**src/rtl/peri_timer.sv**
```systemverilog
// Peribus timer: 8-bit prescaler feeding a 16-bit down-counter with reload, one-shot mode and W1C status.
// Latency: register writes land on the next rising edge; read_data is registered, one cycle after read_enable.
// Backpressure: none; every write strobe is accepted and reads have no side effects.
module peri_timer #(
  parameter logic [15:0] RELOAD_RST = 16'hFFFF
) (
  input  logic        clock,
  input  logic        reset_n,
  input  logic [2:0]  addr,
  input  logic [15:0] write_data,
  input  logic        write_enable,
  input  logic        read_enable,
  output logic [15:0] read_data,
  output logic        irq
);

  localparam logic [2:0] ADDR_CTRL   = 3'd0;
  localparam logic [2:0] ADDR_PSC    = 3'd1;
  localparam logic [2:0] ADDR_RELOAD = 3'd2;
  localparam logic [2:0] ADDR_COUNT  = 3'd3;
  localparam logic [2:0] ADDR_STATUS = 3'd4;

  // Architectural state
  logic        en;
  logic        oneshot;
  logic        irq_en;
  logic [7:0]  psc;
  logic [15:0] reload;
  logic [15:0] count;
  logic        tf;
  logic        ovr;
  logic [7:0]  prescaler;

  // Write decode
  logic wr_ctrl;
  logic wr_psc;
  logic wr_reload;
  logic wr_count;
  logic wr_status;

  assign wr_ctrl   = write_enable && (addr == ADDR_CTRL);
  assign wr_psc    = write_enable && (addr == ADDR_PSC);
  assign wr_reload = write_enable && (addr == ADDR_RELOAD);
  assign wr_count  = write_enable && (addr == ADDR_COUNT);
  assign wr_status = write_enable && (addr == ADDR_STATUS);

  // Timer events. The >= compare keeps the prescaler from running past a
  // PSC value that was lowered while counting.
  logic tick;
  logic count_zero;
  logic terminal;
  logic en_rise;

  assign tick       = en && (prescaler >= psc);
  assign count_zero = (count == 16'd0);
  // A COUNT write discards a coincident tick, so it cannot become a terminal event.
  assign terminal   = tick && count_zero && !wr_count;
  assign en_rise    = wr_ctrl && !en && write_data[0];

  // Prescaler: restarts on enable or COUNT write, wraps at PSC, holds while stopped.
  always_ff @(posedge clock) begin
    if (!reset_n) begin
      prescaler <= 8'd0;
    end else if (wr_count || en_rise) begin
      prescaler <= 8'd0;
    end else if (en) begin
      prescaler <= tick ? 8'd0 : prescaler + 8'd1;
    end
  end

  // CTRL: a bus write overrides the one-shot auto-clear of EN.
  always_ff @(posedge clock) begin
    if (!reset_n) begin
      en      <= 1'b0;
      oneshot <= 1'b0;
      irq_en  <= 1'b0;
    end else if (wr_ctrl) begin
      en      <= write_data[0];
      oneshot <= write_data[1];
      irq_en  <= write_data[2];
    end else if (terminal && oneshot) begin
      en <= 1'b0;
    end
  end

  // PSC and RELOAD: plain storage; RELOAD is only consumed at the next terminal event.
  always_ff @(posedge clock) begin
    if (!reset_n) begin
      psc    <= 8'd0;
      reload <= RELOAD_RST;
    end else begin
      if (wr_psc) begin
        psc <= write_data[7:0];
      end
      if (wr_reload) begin
        reload <= write_data;
      end
    end
  end

  // COUNT: bus write wins over a tick; otherwise decrement or reload at zero.
  always_ff @(posedge clock) begin
    if (!reset_n) begin
      count <= 16'd0;
    end else if (wr_count) begin
      count <= write_data;
    end else if (tick) begin
      if (count_zero) begin
        count <= oneshot ? 16'd0 : reload;
      end else begin
        count <= count - 16'd1;
      end
    end
  end

  // STATUS: write-1-to-clear, with a coincident terminal event taking priority.
  always_ff @(posedge clock) begin
    if (!reset_n) begin
      tf  <= 1'b0;
      ovr <= 1'b0;
    end else begin
      tf  <= (tf  & ~(wr_status & write_data[0])) | terminal;
      ovr <= (ovr & ~(wr_status & write_data[1])) | (terminal & tf);
    end
  end

  // Read mux over the current register contents; unmapped offsets read zero.
  logic [15:0] rd_mux;

  always_comb begin
    rd_mux = 16'h0000;
    case (addr)
      ADDR_CTRL:   rd_mux = {13'd0, irq_en, oneshot, en};
      ADDR_PSC:    rd_mux = {8'd0, psc};
      ADDR_RELOAD: rd_mux = reload;
      ADDR_COUNT:  rd_mux = count;
      ADDR_STATUS: rd_mux = {14'd0, ovr, tf};
      default:     rd_mux = 16'h0000;
    endcase
  end

  // Registered read data, held while read_enable is low.
  always_ff @(posedge clock) begin
    if (!reset_n) begin
      read_data <= 16'h0000;
    end else if (read_enable) begin
      read_data <= rd_mux;
    end
  end

  assign irq = irq_en & (tf | ovr);

endmodule

```
**config.mk**
```make
export PLATFORM = sky130hd
export DESIGN_NAME = peri_timer
export DESIGN_NICKNAME = d
export VERILOG_FILES = /design/src/rtl/peri_timer.sv
export SDC_FILE = /design/constraint.sdc
export NUM_CORES = 1
export LEC_CHECK = 0
export ABC_CLOCK_PERIOD_IN_PS = 2300
export CAP_MARGIN = 20
export CORE_UTILIZATION = 50
export DETAILED_ROUTE_END_ITERATION = 16
export PLACE_DENSITY_LB_ADDON = 0.15
export SLEW_MARGIN = 25
export SYNTH_ARGS = -nofsm -noshare
export SYNTH_HDL_FRONTEND = slang
export SYNTH_SLANG_ARGS = --single-unit
```
**constraint.sdc**
```tcl
create_clock -name clock -period 2.3 [get_ports clock]
set_input_delay 0.23 -clock clock [delete_from_list [all_inputs] [get_ports clock]]
set_output_delay 0.23 -clock clock [all_outputs]
set_load 0.01 [all_outputs]
```
======== Yosys cells after proc, flatten, opt, wreduce, memory -nomap -nowiden ========
Index checks and enable logic that the tools add are counted.
storage, ports and cells
  flip-flop bits (word level) ............. 69
  output and inout port bits .............. 17
  word-level logic and storage cells ...... 56
operators by class
  add/subtract/negate cells ............... 2
  order comparisons ....................... 1
  eq/ne operators ......................... 4
  multiplexer cells ....................... 8
  bitwise gates (word level) .............. 12
  reductions and logical operators ........ 19
operators with widths
  operator                 count
  $pmux W16 S5             1
  $mux W16                 4
  $logic_not A16 Y1        1
  $sub A16 B1 Y16 const B  1
  $logic_and A1 B1 Y1      11
  $add A8 B1 Y8 const B    1
  $ge A8 B8 Y1             1
  $mux W8                  1
  $and A1 B1 Y1            6
  $eq A3 B2 Y1 const B     2
  $reduce_bool A2 Y1       2
  $eq A3 B1 Y1 const B     1
  $eq A3 B3 Y1 const B     1
  $logic_not A3 Y1         1
  $not A1 Y1               3
  $or A1 B1 Y1             3
  $logic_not A1 Y1         2
  $mux W1                  2
  $reduce_or A2 Y1         1
  $logic_or A1 B1 Y1       1

======== Longest topological paths before layout ========
Gate-level depths: netlist of the first run.
  depth in word-level cells ............... 7
  depth in mapped cells ................... 9
  gate-level depth less buffers ........... 7

======== Worst setup path after synthesis of the first run ========
OpenSTA, ideal clock, no wires.
  path kind ............................... reg-to-reg
  start ................................... reg psc[6]
  end ..................................... reg count[2]
  setup time .............................. 0.117 ns
  data arrival time ....................... 1.946 ns
  path slack .............................. 0.237 ns
  stages on the path, launching flop included .. 9
  buffers on the path ..................... 1
  period minus slack after synthesis ...... 2.063 ns
  cell sequence ........................... dfxtp_1 -> inv_1 -> ha_1 -> and3_1 -> a221o_1 -> a22oi_1 -> buf_2 -> o21bai_1 -> a32o_1
between the ends
  longest elaborated chain between the ends .. 3
ends and longest elaborated chain
  what                          RTL line  source
  start, declared               27        logic [7:0] psc;
  start signal, assigned        93        psc <= write_data[7:0];
  $ge A8 B8 Y1                  54        assign tick = en && (prescaler >= psc);
  $logic_and A1 B1 Y1           54
  $reduce_bool A2 Y1 (no line)  n/a
  end signal, assigned          106       count <= write_data;
  end signal, assigned          109       count <= oneshot ? 16'd0 : reload;
  end signal, assigned          111       count <= count - 16'd1;
  end, declared                 29        logic [15:0] count;
No other way between the ends.
A chain may end at the register's enable or synchronous reset.

======== Worst setup path after layout of the first run ========
  start ................................... reg psc[7]
  end ..................................... reg prescaler[7]
between the ends
  longest elaborated chain between the ends .. 3
ends and longest elaborated chain
  what                  RTL line  source
  $ge A8 B8 Y1          54
  $logic_and A1 B1 Y1   54
  $mux W8               67        prescaler <= tick ? 8'd0 : prescaler + 8'd1;
  end signal, assigned  67
  end, declared         32        logic [7:0] prescaler;
No other way between the ends.

==> results of run 1 <==
[report_power, final]
part	leakage, nW	internal (mW)	switching (mW)
combinational	1.14	0.295	0.336
clock	0.112	0.638	0.480
sequential	0.560	1.23	0.0386
total	1.81	2.16	0.854
[registers in the layout (all words and copies together), names as in the netlist]
| signal | flops |
|---|---|
| count | 16 |
| read_data | 16 |
| reload | 16 |
| prescaler | 8 |
| psc | 8 |
| en | 1 |
| irq_en | 1 |
| oneshot | 1 |
| ovr | 1 |
| tf | 1 |
[worst min-delay path: stages]
cell	delay, ps
clkdlybuf4s50_1	420
nand2_1	60
nand3_1	70
[layout make-up]
cell class / count / area [µm²]
repair buffers: 68 / 633.1
multi-input cells: 347 / 2106
clock inverters: 6 / 86.33
flip-flops and latches: 69 / 1381
fillers: 614 / 2427
well taps: 96 / 120.1
clock buffers: 10 / 137.6
inverters: 14 / 52.55
[logic make-up (layout without fill, tap and decap cells)]
kind of cell | count (synthesis) | after routing | synth area share, %
muxes | 18 | 18 | 5.499
and+or+nand+nor | 193 | 193 | 25.38
xor gates and xnor gates | 12 | 12 | 2.869
AOI/OAI and AO/OA | 113 | 113 | 19.71
DFF | 69 | 69 | 37.70
adders and majority gates | 11 | 11 | 3.757
buffers and inverters | 44 | 98 | 5.089
[stage by stage]
stage / hold slack [ps] / setup TNS, ps / util, % / instances / setup WS (ps)
floorplan: 338.5 / 0 / - / 460 / 236.8
global placement: 461.5 / 0 / 61.46 / 592 / 107.3
detailed placement: 475.5 / 0 / 61.46 / 592 / 4.027
CTS: 469.1 / 0 / 64.90 / 610 / 24.12
global route: 495.8 / -2.448 / 65.05 / 610 / -2.448
finish: 477.1 / 0 / 65.05 / 610 / 63.92
[cell usage in the layout (no fill, tap or decap), drive strengths merged, types with 4 or more instances in the layout]
cell type | Yosys | layout
nand4 | 9 | 9
xor2 | 10 | 10
inv | 14 | 14
o31ai | 8 | 8
clkdlybuf4s50 | 0 | 39
a22oi | 10 | 10
nor2 | 64 | 64
nand2 | 50 | 50
mux2 | 7 | 7
and3 | 10 | 10
nor4 | 7 | 7
o21ai | 23 | 23
a21oi | 40 | 40
mux2i | 10 | 10
a31oi | 4 | 4
nor2b | 5 | 5
a311oi | 4 | 4
dfxtp | 69 | 69
nand3 | 29 | 29
buf | 8 | 29
ha | 11 | 11
clkbuf | 22 | 10
[timing repair]
item	in CTS	in global routing
hold endpoints to repair	0	0
resized for setup	0	2
setup buffers	2	0
hold buffers	0	0
setup endpoints to repair	8	10
pin swaps	0	0
[worst min path at each step]
stage / end / depth (start not counted) / slack (ps)
after floorplan: count[12] / 2 / 340
after global placement: oneshot / 2 / 460
after detailed placement: read_data[9] / 2 / 480
after CTS: reload[11] / 3 / 470
after global routing: reload[13] / 3 / 500
final: reload[15] / 3 / 480
[metal layers]
metal  part of all wire, %  wire length [µm]
met5                     0                 0
met2                    47              4816
met4                   2.5               250
met1                    45              4595
met3                   5.0               505
==> run metrics, run 1 <==
status complete, no violations; Clock transition at path regs 80 ps; met2 usage in global routing 46.38%; Hold Violations, Final 0; Fmax 0.4472 GHz; RePlAce Congestion 0.8988; placed inst area 0.004268 mm²; Setup crit end kind flip-flop; layout cell share with drive strength beyond 1 12.06%; clk root buf clkbuf_8; R2R Setup Slk 60 ps; CP arrival 2520 ps; RSZ-0062 raised after global routing yes; Clock Path Buffers 2; final setup fails 0; Synth area leader dfxtp_1; antenna violations before repair 0; DIE HEIGHT 87.60 µm; number of synthesized flops with an enable pin 0; FP Rows 30; Peak VDD IR 0.4738 mV; CP endpoint prescaler[7]; family with the most delay on the worst path compound AO/OA/AOI/OAI gates; critical-path cell list inv_1, ha_1, and3_1, a221o_1, a22oi_2, buf_12, o211ai_1, buf_4, nor2_1; CTS tree done; fin crit share 97.22%; crit path from psc[7]; Req. time, crit path 2590 ps; post-detail-place hpwl 7202 µm; CP Max Fanout 22; Post-Syn Instances 460; WL/cell 16.67 µm; Worst path slowest cell a221o_1; ys flop type dfxtp_1; DRT iter0 DRCs 330; Max Transition Viols Final 0; total CTS buffers 9; Final min period 2236 ps; leakage 1.809 nW; average cell area after synthesis 7.964 µm²; area delta synth->final 23.29%; Max transition margin 61.12%; H-tree levels 3; CP max stage delay 390 ps; Routed WL 10170 µm; PortBufs 39; total global routing overflow 0; most frequent cells after synthesis dfxtp_1 (69), nor2_1 (64), nand2_1 (50); most instantiated library cell after synthesis dfxtp_1; post-synthesis cell area 0.003664 mm²; Ports 40; first-pass GRT wire length 16400 µm; drt drc 0; Avg Vias per Cell 5.864; Antenna Cells 0; synth unique cells 62; Crit Reg-Reg Endpoint prescaler[7]; cell area after layout 0.004517 mm²; DRT Pass-1 Iters 5; total track usage 28.17%; WP buf/inv 3; Die X 87.60 µm; critical path depth 9; die area 0.007674 mm²; nets 543; critical path class flip-flop to flip-flop; vias in the first global route 3394; Worst setup SP type flip-flop; RR Startpoint psc[7]; final antenna-violating net count 0; maxcap violations 0; vias 3577; pwr/cell area 668.2 mW/mm²; Synth top area share 37.70%; #FFs+latches synth 69; Initial Util 52.76%; clock skew 8.340 ps; number of cells on the worst reg-to-reg path 9; Core Box Area 0.006944 mm²; Tightest Hold Check Type input port to flip-flop; busiest grt layer met2; clock sink count 69; HP Start write_data[15]; Worst-Margin Slew 582.5 ps; asr flop ratio synth 0%; top cells by area, synth dfxtp_1 (38%), nor2_1 (6.6%), a21oi_1 (5.3%); Total Power 3.018 mW; Mapped Nets 494; largest net degree at the start of global routing 31; met3 usage 4.713%; yosys warns 0; later-pin clock latency in the skew report 350 ps; Seq/Total Area, Yosys 37.70%; met1 usage 36.33%
Note: power is estimated with default switching activity, not from simulation.
==> run 2, diff against run 1 <==
--- a/config.mk
+++ b/config.mk
@@ -10,7 +10,6 @@
 export CORE_UTILIZATION = 50
 export DETAILED_ROUTE_END_ITERATION = 16
 export PLACE_DENSITY_LB_ADDON = 0.15
-export SLEW_MARGIN = 25
 export SYNTH_ARGS = -nofsm -noshare
 export SYNTH_HDL_FRONTEND = slang
 export SYNTH_SLANG_ARGS = --single-unit
==> results of run 2 <==
No change in the layout: final DEF, timing and power equal those of run 1.
